File: src/rtl/regfile_loader_pkg.sv
// Shared constants and state encoding for the register-file loader.
// Geometry, terminator/pad bytes, and the ASCII '0' offset used by the HLSM.
package regfile_loader_pkg;

  localparam int DEPTH  = 16;
  localparam int ADDR_W = 4;
  localparam int DATA_W = 8;

  localparam logic [7:0] TERM_B = 8'h0D;
  localparam logic [7:0] PAD_B  = 8'h20;
  localparam logic [7:0] ZERO_B = 8'h30;

  typedef enum logic [2:0] {
    S_IDLE,
    S_LOAD,
    S_PAD,
    S_SETTLE,
    S_GO,
    S_HOLD
  } ld_state_t;

endpackage

File: src/rtl/regfile_loader.sv
// Fills a DEPTHxDATA_W register file from a valid/ready byte stream,
// pads after a terminator, pulses go to the HLSM and waits for hlsm_done.
// Ports: Clk, Rst (sync, active-high), start, in_valid/in_data/in_ready,
// registered write port W_Addr/W_en/W_Data, go, hlsm_done, busy, count.
module regfile_loader
  import regfile_loader_pkg::*;
#(
  parameter int                DEPTH_P  = DEPTH,
  parameter int                ADDR_W_P = ADDR_W,
  parameter int                DATA_W_P = DATA_W,
  parameter logic [DATA_W_P-1:0] TERM   = TERM_B,
  parameter logic [DATA_W_P-1:0] PAD    = PAD_B
) (
  input  logic                Clk,
  input  logic                Rst,
  input  logic                start,
  input  logic                in_valid,
  input  logic [DATA_W_P-1:0] in_data,
  output logic                in_ready,
  output logic [ADDR_W_P-1:0] W_Addr,
  output logic                W_en,
  output logic [DATA_W_P-1:0] W_Data,
  output logic                go,
  input  logic                hlsm_done,
  output logic                busy,
  output logic [ADDR_W_P:0]   count
);

  ld_state_t             state;
  ld_state_t             state_n;
  logic [ADDR_W_P-1:0]   addr;
  logic                  acc;
  logic                  is_term;
  logic                  last;

  assign in_ready = (state == S_LOAD);
  assign busy     = (state != S_IDLE);
  assign acc      = in_valid && in_ready;
  assign is_term  = (in_data == TERM);
  assign last     = (addr == ADDR_W_P'(DEPTH_P - 1));

  always_comb begin
    state_n = state;
    unique case (state)
      S_IDLE:   if (start) state_n = S_LOAD;
      S_LOAD: begin
        if (acc) begin
          if (is_term)   state_n = S_PAD;
          else if (last) state_n = S_SETTLE;
        end
      end
      S_PAD:    if (last) state_n = S_SETTLE;
      S_SETTLE: state_n = S_GO;
      S_GO:     state_n = S_HOLD;
      S_HOLD:   if (hlsm_done) state_n = S_IDLE;
      default:  state_n = S_IDLE;
    endcase
  end

  always_ff @(posedge Clk) begin
    if (Rst) begin
      state  <= S_IDLE;
      addr   <= '0;
      count  <= '0;
      W_en   <= 1'b0;
      W_Addr <= '0;
      W_Data <= '0;
      go     <= 1'b0;
    end else begin
      state <= state_n;
      W_en  <= 1'b0;
      // go is high exactly while the FSM sits in GO
      go    <= (state_n == S_GO);
      unique case (1'b1)
        (state == S_IDLE) && start: begin
          addr  <= '0;
          count <= '0;
        end
        (state == S_LOAD) && acc && !is_term: begin
          W_en   <= 1'b1;
          W_Addr <= addr;
          W_Data <= in_data;
          addr   <= addr + 1'b1;
          if (count < (ADDR_W_P+1)'(DEPTH_P))
            count <= count + 1'b1;
        end
        (state == S_PAD): begin
          W_en   <= 1'b1;
          W_Addr <= addr;
          W_Data <= PAD;
          addr   <= addr + 1'b1;
        end
        default: ;
      endcase
    end
  end

endmodule
File: config.mk
export PLATFORM = sky130hd
export DESIGN_NAME = regfile_loader
export DESIGN_NICKNAME = d
export VERILOG_FILES = /design/src/rtl/regfile_loader_pkg.sv /design/src/rtl/regfile_loader.sv
export SDC_FILE = /design/constraint.sdc
export NUM_CORES = 1
export LEC_CHECK = 0
export BUFFER_PORTS_ARGS = -buffer_cell sky130_fd_sc_hd__buf_2
export CORE_UTILIZATION = 54
export DETAILED_ROUTE_END_ITERATION = 10
export PLACE_DENSITY = 0.83
export REMOVE_ABC_BUFFERS = 1
export SLEW_MARGIN = 30
export SYNTH_ARGS = -nofsm -noshare
export SYNTH_HDL_FRONTEND = slang
export SYNTH_SLANG_ARGS = --single-unit
File: constraint.sdc
create_clock -name Clk -period 4.9 [get_ports Clk]
set_clock_uncertainty 0.1 [all_clocks]
set_input_delay 0.245 -clock Clk [delete_from_list [all_inputs] [get_ports Clk]]
set_output_delay 0.245 -clock Clk [all_outputs]
set_load 0.02 [all_outputs]
=== Word-level counts from Yosys, hierarchy flattened ===
Index checks and enable logic that the tools add are counted.

* Register bits: 26
* Bits of input ports: 13
* Output and inout bits: 21
* Word-level logic and storage cells: 42

* Add/sub/neg operators: 2
* Magnitude comparators: 1
* Eq/ne operators: 9
* Mux-type cells: 11
* Reduce and logical (&&, ||, !) cells: 12

{| class="wikitable"
|+ Operator list
! cell !! count
|-
| case mux 3 bit (6 select lines) || 1
|-
| case mux 8 bit (2 select lines) || 1
|-
| 2-to-1 mux 3 bit || 5
|-
| case mux 5 bit (2 select lines) || 1
|-
| equality test 3 bit (second input constant) || 3
|-
| equality test 8 x 4 -> 1 bit (second input constant) || 1
|-
| case mux 4 bit (2 select lines) || 1
|-
| equality test 3 x 2 -> 1 bit (second input constant) || 2
|-
| nonzero test 2 bit || 3
|-
| adder 5 x 1 -> 5 bit (second input constant) || 1
|-
| < comparator 5 bit (second input constant) || 1
|-
| 2-to-1 mux 5 bit || 1
|-
| adder 4 x 1 -> 4 bit (second input constant) || 1
|-
| equality test 4 bit (second input constant) || 1
|-
| logical AND 1 bit || 4
|-
| equality test 3 x 1 -> 1 bit (second input constant) || 1
|-
| zero test 3 bit || 1
|-
| nonzero test 3 bit || 1
|-
| inequality test 2 x 1 -> 1 bit (second input constant) || 1
|-
| AND reduction 2 bit || 1
|-
| OR reduction 2 bit || 1
|-
| zero test 1 bit || 1
|-
| 2-to-1 mux 1 bit || 1
|}

=== Logic depth before layout (Yosys ltp) ===
* Depth in word-level cells: 6
* Gate-level depth with buffers: 7

=== Worst setup path before layout ===
OpenSTA, ideal clock, no wires.

* Path type: register to register
* From: reg state[2]
* To: reg go
* Library setup time: 0.115 ns
* Arrival: 1.421 ns
* Data required time: 4.685 ns
* Slack: 3.264 ns
* Cell stages (with the launch flop): 5
* Path buffers: 1
* Cell sequence: dfxtp_1 -> clkbuf_1 -> nor3b_1 -> a221oi_1 -> and2_1

* Longest elaborated chain between the ends: 5
* Elaborated cells between the ends (all ways): 14
* Those cells by class: 6 x eq/ne; 6 x mux; 2 x reduce/logical

{| class="wikitable"
|+ Ends and longest elaborated chain
! what !! line !! source
|-
| from (decl) || regfile_loader.sv:29 || <nowiki>ld_state_t state;</nowiki>
|-
| from (signal assigned) || regfile_loader.sv:70 || <nowiki>state <= state_n;</nowiki>
|-
| equality test 3 x 1 -> 1 bit (*) || regfile_loader.sv:36 || <nowiki>assign in_ready = (state == S_LOAD);</nowiki>
|-
| named net in_ready || regfile_loader.sv:19 || <nowiki>output logic in_ready,</nowiki>
|-
| logical AND 1 bit || regfile_loader.sv:38 || <nowiki>assign acc = in_valid && in_ready;</nowiki>
|-
| 2-to-1 mux 3 bit || regfile_loader.sv:47 || <nowiki>if (acc) begin</nowiki>
|-
| case mux 3 bit (6 select lines) (*) || regfile_loader.sv:44 || <nowiki>unique case (state)</nowiki>
|-
| equality test 3 bit (*) || regfile_loader.sv:73 || <nowiki>go <= (state_n == S_GO);</nowiki>
|-
| to (signal assigned) || regfile_loader.sv:73 ||
|-
| to (decl) || regfile_loader.sv:23 || <nowiki>output logic go,</nowiki>
|}

Mark *: on every way through the listed nets, which the timed path passes. The rest lies on a longest branch.
A chain may end at the register's enable or synchronous reset.

=== Worst setup path after layout ===
* From: reg state[2]
* To: reg count[2]

* Longest elaborated chain between the ends: 6
* Elaborated cells between the ends (all ways): 10
* Those cells by class: 2 x eq/ne; 1 x mux; 7 x reduce/logical

{| class="wikitable"
|+ Ends and longest elaborated chain
! what !! line !! source
|-
| equality test 3 x 1 -> 1 bit || regfile_loader.sv:36, regfile_loader.sv:79 ||
|-
| logical AND 1 bit || regfile_loader.sv:38 ||
|-
| logical AND 1 bit (2 in a row) || regfile_loader.sv:79 || <nowiki>(state == S_LOAD) && acc && !is_term: begin</nowiki>
|-
| inequality test 2 x 1 -> 1 bit (no source line) or nonzero test 2 bit (tied branches) || -- ||
|-
| AND reduction 2 bit (no source line) || -- ||
|-
| to (signal assigned) || regfile_loader.sv:85 || <nowiki>count <= count + 1'b1;</nowiki>
|-
| to (decl) || regfile_loader.sv:26 || <nowiki>output logic [ADDR_W_P:0] count</nowiki>
|}

Parallel ways exist; a longest one is shown, timed or not.

==> run summary <==
The layout overhead on the synthesized area came out at 13.1%. The via count of the first global-routing pass is 1067, and the endpoint required time on the critical path is 5.05 ns. The run gives 190 as the total placed cells including tap cells. For the number of unique standard cell types used by synthesis, the log shows 43. After the last flow step, the layout net total stands at 183.

The logs give 0 for the number of hold violations in the final report and 34 for the number of top-level pins. The run gives 629 µm² as the area used by multi-input combinational logic. The tools report the worst ir drop on vdd as 0.000157 V. The average instance in the mapped netlist occupies 8.67 µm². Final-layout setup total negative slack: 0 ns. The floorplan has 16 rows.

The combined flip-flop and latch cell area is 520 µm². The number of antenna violations at the first check in global routing came out at 0. The HPWL after detailed placement is 1.92 mm. Based on the critical path, the design can be clocked at up to 497 MHz. Summing over every cut layer, the via total after detailed routing is 1143. Total design power: 0.370 mW.

In the synthesized netlist the async set-or-reset flop fraction comes to 0%. The tools report the total clock sinks as 26. The sequential cell area fraction in the yosys report was 42.3%.

Synthesis produced a netlist whose cell count is 142. At the pin with the least slew margin, the transition time is 0.564 ns. Yosys mapped a number of flops with a built-in enable equal to 0. The biggest area contributor in the post-synthesis netlist is sky130_fd_sc_hd__dfxtp_1. The tools report the number of gates given a new drive strength after cts as 0. The min-delay analysis places its worst path in the category in2reg. In the routed design, unresolved DRC markers number 0. Measured against its own limit, the worst slew margin works out to 62.2%.

For this run, the total global-route usage over all layers was measured as 22.7%. In this run, CTS created clock tree buffers numbering 3. During placement, the flow inserted port buffers numbering 33. For the worst-skew pair, the clock arrives at the later sink with an insertion delay of 0.31 ns. After layout, the minimum clock period comes to 2.01 ns.

TritonCTS built the clock tree. Setup repair after global routing left no endpoint under its margin. Across the run, the number of max-cap violations was 0. Summed over its instances, the top area cell type makes up 42.3% of the synthesized netlist area. Clock-pin slew was measured on the worst setup and hold paths at 0.13 ns. Of all nets on the critical path, the largest fanout is 23.

The die footprint was 2480 µm²; the yosys synthesis warning count was 0. Of the cells placed in the final design, the portion with a size suffix greater than 1 is 25.1%. At the end of the flow the core is filled with cells to 68.2%.

Setup violations remaining at the end of the flow were counted as 0. The finished layout holds 194 standard cells, fillers aside. The number of diodes was 0; the initial standard-cell utilization of the core was 60.3%. The flow ran to the end, and the final reports show no timing, DRC or antenna violations.

For this design the static power due to leakage is 0.574 nW. The final count of pins violating max slew is 0. STA classifies the critical path endpoint as a flop. The worst setup path is launched from a flop. The first global-routing pass estimated 4.36 mm of wire. The flip-flop and latch count after synthesis is 26. After detailed routing, the average wire length per cell comes to 13.3 µm. The final routed wirelength across all metal layers was 2.58 mm. Count of fill cells added during filler insertion: 174. The library cell used most frequently in the layout, excluding fill and tap cells, is sky130_fd_sc_hd__buf_2. Dividing the detail-routed via count by the number of cells gives 5.89. In the layout the commonest cells are sky130_fd_sc_hd__buf_2, sky130_fd_sc_hd__dfxtp_1, sky130_fd_sc_hd__nand2_1. Data arrives at the worst endpoint at 2.16 ns.

For the post-CTS setup repair buffer count, the log shows 0. Initial DRC count: 20. The number of nets with antenna violations after detailed routing is 0. At the end of routability-driven placement, the weighted congestion stood at 0.756. The floorplan core area is 2040 µm², and the largest net degree at the start of global routing is 24. The tools report the number of levels the H-tree was split into as 1.

Global routing finished with a remaining overflow of 0. No sink is reached through more buffers than the 2 on the longest clock path. For this run, the leading register cell type out of synthesis is sky130_fd_sc_hd__dfxtp_1. The ratio of total power to cell area was 266 nW/µm². Hold repair after CTS inserted 0 buffers. The detailed-router iteration count before antenna repair is 4.

Type of the worst setup path: reg2reg. Measured along the y axis, the die boundary spans 49.8 µm. Ranked by total cell area, the synthesized netlist is headed by sky130_fd_sc_hd__dfxtp_1, sky130_fd_sc_hd__a21oi_1, sky130_fd_sc_hd__nand2_1. The tools report the clock root buffer as sky130_fd_sc_hd__clkbuf_4. The horizontal extent of the die was 49.8 µm; the netlist area before placement was 1230 µm². The final critical-path share of the clock period works out to 41.1%.
## cells by family (layout without fill, tap and decap cells)
family	after synthesis	in the layout	synth area share (%)
fa+ha+maj	2	2	2.03
buf+inv	14	39	6.61
compound gates	41	41	22.0
simple gates	58	58	26.4
flops	26	26	42.3
xor+xnor	1	1	0.712
## flip-flops by register name, indices dropped and copies added (netlist names)
signal	count
count	5
state	3
addr	4
W_Addr	4
W_Data	8
go	1
W_en	1
## cell usage after synthesis (2+ instances only)
cell type	count
sky130_fd_sc_hd__o2111ai_1	3
sky130_fd_sc_hd__a21oi_1	18
sky130_fd_sc_hd__nand2b_1	2
sky130_fd_sc_hd__nor2_1	5
sky130_fd_sc_hd__clkbuf_1	5
sky130_fd_sc_hd__ha_1	2
sky130_fd_sc_hd__o211ai_1	2
sky130_fd_sc_hd__or4b_1	3
sky130_fd_sc_hd__dfxtp_1	26
sky130_fd_sc_hd__o22ai_1	2
sky130_fd_sc_hd__buf_2	2
sky130_fd_sc_hd__nor2b_1	2
sky130_fd_sc_hd__nand3b_1	2
sky130_fd_sc_hd__buf_6	3
sky130_fd_sc_hd__o21ai_0	5
sky130_fd_sc_hd__inv_1	2
sky130_fd_sc_hd__a211oi_1	2
sky130_fd_sc_hd__nand2_1	20
sky130_fd_sc_hd__a31oi_1	2
sky130_fd_sc_hd__nand3_1	9
sky130_fd_sc_hd__and2_1	3
## metal layers
layer | routed length [µm] | share of wire [%] | up-vias | GRT usage (%)
met5 | 0 | 0 | - | 0
met4 | 21 | 0.81 | 0 | 6.67
met3 | 121 | 4.7 | 4 | 4.32
met2 | 1270 | 49 | 36 | 39.6
met1 | 1170 | 45 | 538 | 28.0
li1 | - | - | 565 | -
## worst paths after layout
| path | startpoint | end | slack (ns) | depth (start not counted) |
|---|---|---|---|---|
| max | state[2]$_SDFF_PP0_ | count[2]$_SDFFE_PP0P_ | 2.89 | 4 |
| min | in_data[3] | W_Data[3]$_SDFFE_PP0P_ | 0.08 | 3 |
| max reg2reg | state[2]$_SDFF_PP0_ | count[2]$_SDFFE_PP0P_ | 2.89 | 4 |
| min reg2reg | W_Data[3]$_SDFFE_PP0P_ | W_Data[3]$_SDFFE_PP0P_ | 0.36 | 2 |
## through the flow
step | worst slack [ns] | area, µm² | hold WS (ns)
2_1_floorplan | 3.11 | 1160 | 0.210
3_3_place_gp | 3.00 | 1360 | 0.342
3_5_place_dp | 2.93 | 1360 | 0.347
4_1_cts | 2.91 | 1390 | 0.0791
5_1_grt | 2.76 | 1390 | 0.0654
6_report | 2.89 | 1390 | 0.0831
## power by group
part           switching, mW  total (mW)  internal [mW]
Combinational         0.0287      0.0447         0.0161
Clock                 0.0586       0.104         0.0453
Sequential           0.00462       0.221          0.217
## critical path: stages, from the launching register on
cell and delay (ns):
sky130_fd_sc_hd__dfxtp_1 0.43, sky130_fd_sc_hd__and4bb_1 0.50, sky130_fd_sc_hd__o21ai_4 0.24, sky130_fd_sc_hd__or4b_1 0.51, sky130_fd_sc_hd__a31oi_1 0.17
## layout make-up
cell class,count,share of cell area (%)
Timing Repair Buffer,33,11.9
Clock buffer,4,2.61
Sequential cell,26,37.4
Multi-Input combinational cell,102,45.2
Tap cell,27,2.43
Inverter,2,0.539
Note: power is estimated with default switching activity, not from simulation.
